**src/rtl/alu_cc_unit.sv**
```systemverilog
// Pipelined Y86 execute ALU: add/sub/and/xor with signed overflow, LATENCY register
// stages under valid/ready, and the architectural {ZF,SF,OF} condition-code register.
module alu_cc_unit #(
  parameter int WIDTH   = 64,
  parameter int LATENCY = 1
) (
  input  logic             clk,
  input  logic             rst_n,
  input  logic             flush,
  input  logic             in_valid,
  output logic             in_ready,
  input  logic [WIDTH-1:0] a,
  input  logic [WIDTH-1:0] b,
  input  logic [1:0]       alu_fun,
  input  logic             set_cc,
  input  logic [2:0]       cond_fun,
  output logic             out_valid,
  input  logic             out_ready,
  output logic [WIDTH-1:0] result,
  output logic             of,
  output logic             cnd,
  output logic [2:0]       cc
);

  typedef struct packed {
    logic [WIDTH-1:0] res;
    logic             ovf;
    logic             set_cc;
    logic [2:0]       cond_fun;
  } stage_t;

  stage_t             stg_d;
  stage_t             stg_q [1:LATENCY];
  logic [LATENCY:1]   vld_pipe;
  logic [WIDTH-1:0]   sum, dif;
  logic               stall, retire;
  logic               zf, sf, ovf_cc, lt;

  // Stage-1 compute; later stages only carry these values.
  always_comb begin
    sum            = a + b;
    dif            = a - b;
    stg_d          = '0;
    stg_d.set_cc   = set_cc;
    stg_d.cond_fun = cond_fun;
    case (alu_fun)
      2'b00: begin
        stg_d.res = sum;
        stg_d.ovf = (a[WIDTH-1] == b[WIDTH-1]) && (sum[WIDTH-1] != a[WIDTH-1]);
      end
      2'b01: begin
        stg_d.res = dif;
        stg_d.ovf = (a[WIDTH-1] != b[WIDTH-1]) && (dif[WIDTH-1] != a[WIDTH-1]);
      end
      2'b10:   stg_d.res = a & b;
      default: stg_d.res = a ^ b;
    endcase
  end

  assign out_valid = vld_pipe[LATENCY];
  assign result    = stg_q[LATENCY].res;
  assign of        = stg_q[LATENCY].ovf;
  assign stall     = out_valid && !out_ready;
  assign in_ready  = !stall;
  assign retire    = out_valid && out_ready;

  always_ff @(posedge clk) begin
    if (!rst_n) begin
      vld_pipe <= '0;
      cc       <= 3'b100;
      for (int i = 1; i <= LATENCY; i++) stg_q[i] <= '0;
    end else begin
      if (!stall) begin
        vld_pipe[1] <= in_valid;
        stg_q[1]    <= stg_d;
        for (int i = 2; i <= LATENCY; i++) begin
          vld_pipe[i] <= vld_pipe[i-1];
          stg_q[i]    <= stg_q[i-1];
        end
      end
      // Flush beats both the shift and a same-cycle retire's CC write.
      if (flush) vld_pipe <= '0;
      if (retire && !flush && stg_q[LATENCY].set_cc)
        cc <= {result == '0, result[WIDTH-1], of};
    end
  end

  // Condition sees CC as it stands before this op's own update.
  always_comb begin
    zf     = cc[2];
    sf     = cc[1];
    ovf_cc = cc[0];
    lt     = sf ^ ovf_cc;
    case (stg_q[LATENCY].cond_fun)
      3'd0:    cnd = 1'b1;
      3'd1:    cnd = lt | zf;
      3'd2:    cnd = lt;
      3'd3:    cnd = zf;
      3'd4:    cnd = !zf;
      3'd5:    cnd = !lt;
      3'd6:    cnd = !lt && !zf;
      default: cnd = 1'b0;
    endcase
  end

endmodule

```
**config.mk**
```make
export PLATFORM = sky130hd
export DESIGN_NAME = alu_cc_unit
export DESIGN_NICKNAME = d
export VERILOG_FILES = /design/src/rtl/alu_cc_unit.sv
export SDC_FILE = /design/constraint.sdc
export NUM_CORES = 1
export LEC_CHECK = 0
export CAP_MARGIN = 30
export CORE_AREA = 2 2 182 184
export DETAILED_ROUTE_END_ITERATION = 8
export DIE_AREA = 0 0 184 186
export MAX_ROUTING_LAYER = met4
export PLACE_DENSITY_LB_ADDON = 0.05
export REMOVE_ABC_BUFFERS = 1
export SLEW_MARGIN = 20
export SYNTH_ARGS = -nofsm -noshare
export SYNTH_HDL_FRONTEND = slang
export SYNTH_SLANG_ARGS = --single-unit
```
**constraint.sdc**
```tcl
create_clock -name clk -period 8.3 [get_ports clk]
set_clock_uncertainty 0.2 [all_clocks]
set_input_delay 0.83 -clock clk [delete_from_list [all_inputs] [get_ports clk]]
set_output_delay 0.83 -clock clk [all_outputs]
set_load 0.03 [all_outputs]
```
==> key figures <==
Status
  • Outcome: complete, no violations

Timing
  • Hold Fails Final Rpt: 0
  • Worst slew pin tran: 0.916 ns
  • Fin crit period: 5.14 ns
  • Final setup viols: 0
  • Setup TNS: 0 ns
  • Slew Viols, Final: 0
  • Unrepaired setup endpoints after global routing: no
  • FMAX: 195 MHz
  • Final Cycle Share: 61.9%
  • Min Hold Slack: 0.314 ns
  • Slew margin rel.: 37.3%

Pwr
  • PwrDens: 133 nW/um^2
  • Lkg Pwr: 5.87 nW
  • Worst vdd ir: 0.000111 V

Worst setup path
  • Crit-path slowest cell: a311oi_2
  • CP most frequent cell: a21oi_1
  • Critical path data arrival time: 5.05 ns
  • Max FO, Critical Path: 6
  • Worst Setup End Kind: register
  • CP Data Required Time: 8.21 ns
  • Critical path type: in -> reg
  • Startpoint types: primary input
  • Critical Path Start: b[0]
  • Crit-path max cell delay: 0.58 ns
  • Crit-path cells: clkdlybuf4s50_1 -> ha_1 -> inv_1 -> fa_1 -> a21oi_1 -> o21ai_1 -> a311oi_2 -> o21ai_2 -> a211oi_2 -> o22a_2 -> nand2_1 -> a21oi_1 -> mux2_2 -> a21oi_1 -> nor2_1
  • R2R Path Start: stg_q[1][46]

Synth
  • #FFs+latches synth: 73
  • Mapped cell area: 12700 um^2
  • Synth Area in Compound Gates: 34.7%
  • Simple-Gate Fraction of Synth Area: 20.2%
  • Synth Area per Inst: 7.24 um^2
  • Fraction of the mapped netlist area in adder cells: 12.8%
  • Post-synthesis sequential area ratio: 17.0%
  • Syn. warnings: 0
  • Xor-xnor portion of the synthesized cell area: 1.66%
  • Post-synth EDFFs: 69
  • Largest family of logic cells by synthesized area: compound AO/OA/AOI/OAI gates
  • Post-synth top flop: edfxtp_1
  • Mapped Cells: 1752
  • Distinct cells, synth: 94
  • Post-synth ARST share: 0%
  • Multiplexer share of the synthesized area: 1.97%

Global routing
  • Vias in the first global route: 13100
  • Total GRT Usage: 31.0%
  • Met2 GRT Util: 48.2%
  • Initial antenna violation count: 0
  • GR peak layer: met2
  • Maximum number of pins on one net before global-route repair: 66
  • Met1 Use GR: 41.2%
  • M3 GR Usage: 4.73%
  • Overflow after GRT: 0
  • First-pass GRT wire length: 78.4 mm

Clocking
  • Worst-path clk slew: 0.07 ns
  • CTS tree: built
  • Number of hold buffers added after cts: 0
  • Postcts setup bufs: 0
  • Total CTS buffers: 9
  • H-Tree Level Count: 3
  • Longest Clk Path Bufs: 2
  • Clk root buf: clkbuf_16
  • Post-CTS Resized: 0
  • Skew-Pair Late Insertion Delay: 0.38 ns
  • Clock sink count: 73

Route
  • Via count: 13800
  • WL final: 52.1 mm
  • # DRC: 0
  • Post-DR vias/cell: 6.20
  • WL per Instance: 23.4 um
  • Detailed Route Iter0 Violations: 1153
  • DR pass1 iterations: 5
  • Post-route ant nets: 0

Finish
  • Layout area overhead: 16.1%
  • Layout cells sized above 1: 5.06%
  • Fin nets: 2080
  • Final Instance Count excl. Fillers: 2225
  • # diodes: 0
  • Cell area after layout: 14700 um^2
  • Final-layout fill cell count: 3321

Flow run
  • Maxcap violations: 0

Floorplan
  • Row cnt: 66
  • Number of I/O pins: 210
  • CORE AREA: 32200 um^2
  • Die Ht: 186 um
  • Die area: 34200 um^2
  • Starting Density: 39.4%
  • Die width: 184 um

Min path
  • Tightest Hold Check Type: reg -> reg
  • Hold Crit Start: cc[2]

Placed design
  • PortBufs: 209
  • Placed inst area: 14400 um^2
  • RePlAce Congestion: 0.961
  • Post-DP HPWL: 40.6 mm
  • Placed Cells incl. Taps: 2208
-- placed cells by master (no fill, tap or decap), types with 22 or more instances in the layout --
cell type,count
o211ai_1,43
ha_1,127
a21o_1,25
a21oi_1,225
o21ai_0,108
nor2b_1,28
nand3_1,27
nand4_1,22
nand2_1,114
o21bai_1,37
xnor2_1,23
inv_1,127
o31ai_1,33
clkdlybuf4s50_1,207
a211oi_1,30
nor2_1,165
nor4_1,51
edfxtp_1,69
nor3_1,34
-- per-layer routing --
layer / vias up / wire length [um] / part of all wire, %
met5: - / 0 / 0
met4: 0 / 1480 / 2.8
met3: 90 / 3830 / 7.3
met2: 603 / 23300 / 45
met1: 6560 / 23500 / 45
li1: 6552 / - / -
-- report_power, final --
part / switching (W) / total (W) / internal [W]
Sequential: 0.0000355 / 0.000486 / 0.000451
Combinational: 0.000651 / 0.00104 / 0.000384
Clock: 0.000205 / 0.000441 / 0.000236
Total: 0.000892 / 0.00196 / 0.00107
-- state kept, by name, indices dropped and copies added (netlist names) --
name	flops
stg_q	69
cc	3
out_valid	1
-- path summary, 6_finish.rpt --
kind / end / slack [ns] / cells after the start
min: cc[2] / 0.31 / 2
max reg2reg: cc[2] / 5.49 / 5
max: stg_q[1][57] / 3.16 / 15
min reg2reg: cc[2] / 0.31 / 2
-- synthesized netlist by cell type (all sizes together) (16+ instances only) --
cell type  count  share of area [%]
nand4         22                1.1
a31oi         17               0.84
ha           127                 13
o21bai        37                2.2
o31ai         33                2.0
nor4          55                3.1
xnor2         23                1.6
buf          111                5.8
clkbuf        65                1.9
inv          134                4.0
nor2b         28                1.4
o21ai        129                5.2
nand3         27                1.1
mux2i         16                1.3
a21o          25                1.5
nor2         168                5.0
edfxtp        69                 16
o211ai        44                2.6
nor3          35                1.4
a21oi        227                9.0
a211oi        35                2.3
nand2        117                3.5
-- worst max-delay path: cells and delay by family --
family,cells,cell delay [ns]
AOI/OAI and AO/OA,8,2.49
adders and majority gates,2,0.61
buffers and inverters,2,0.55
muxes,1,0.38
and+or+nand+nor,2,0.18
-- layout make-up --
type                            count  area [um^2]  area share (%)
Inverter                          134          503            3.42
Timing Repair Buffer              225         2200            14.9
Clock inverter                      7         77.6           0.527
Multi-Input combinational cell   1369         9060            61.5
Clock buffer                        9          225            1.53
Tap cell                          408          510            3.47
Sequential cell                    73         2150            14.6
-- kinds of logic (layout without fill, tap and decap cells) --
| group | after synthesis | in the layout |
|---|---|---|
| muxes | 24 | 24 |
| adders and majority gates | 129 | 129 |
| xor gates and xnor gates | 24 | 24 |
| DFF | 73 | 73 |
| buffers and inverters | 310 | 375 |
| AOI/OAI and AO/OA | 674 | 674 |
| and+or+nand+nor | 518 | 518 |
-- stage by stage --
| step | setup slack [ns] | util, % | total power [W] |
|---|---|---|---|
| floorplan | 4.43 | - | 0.00110 |
| finish | 3.16 | 45.7 | 0.00196 |
| global route | 3.05 | 45.7 | 0.00207 |
| detailed placement | 2.88 | 44.8 | 0.00151 |
| global placement | 2.87 | 44.7 | 0.00151 |
| CTS | 3.27 | 45.7 | 0.00196 |
(Power assumes the default switching activity.)
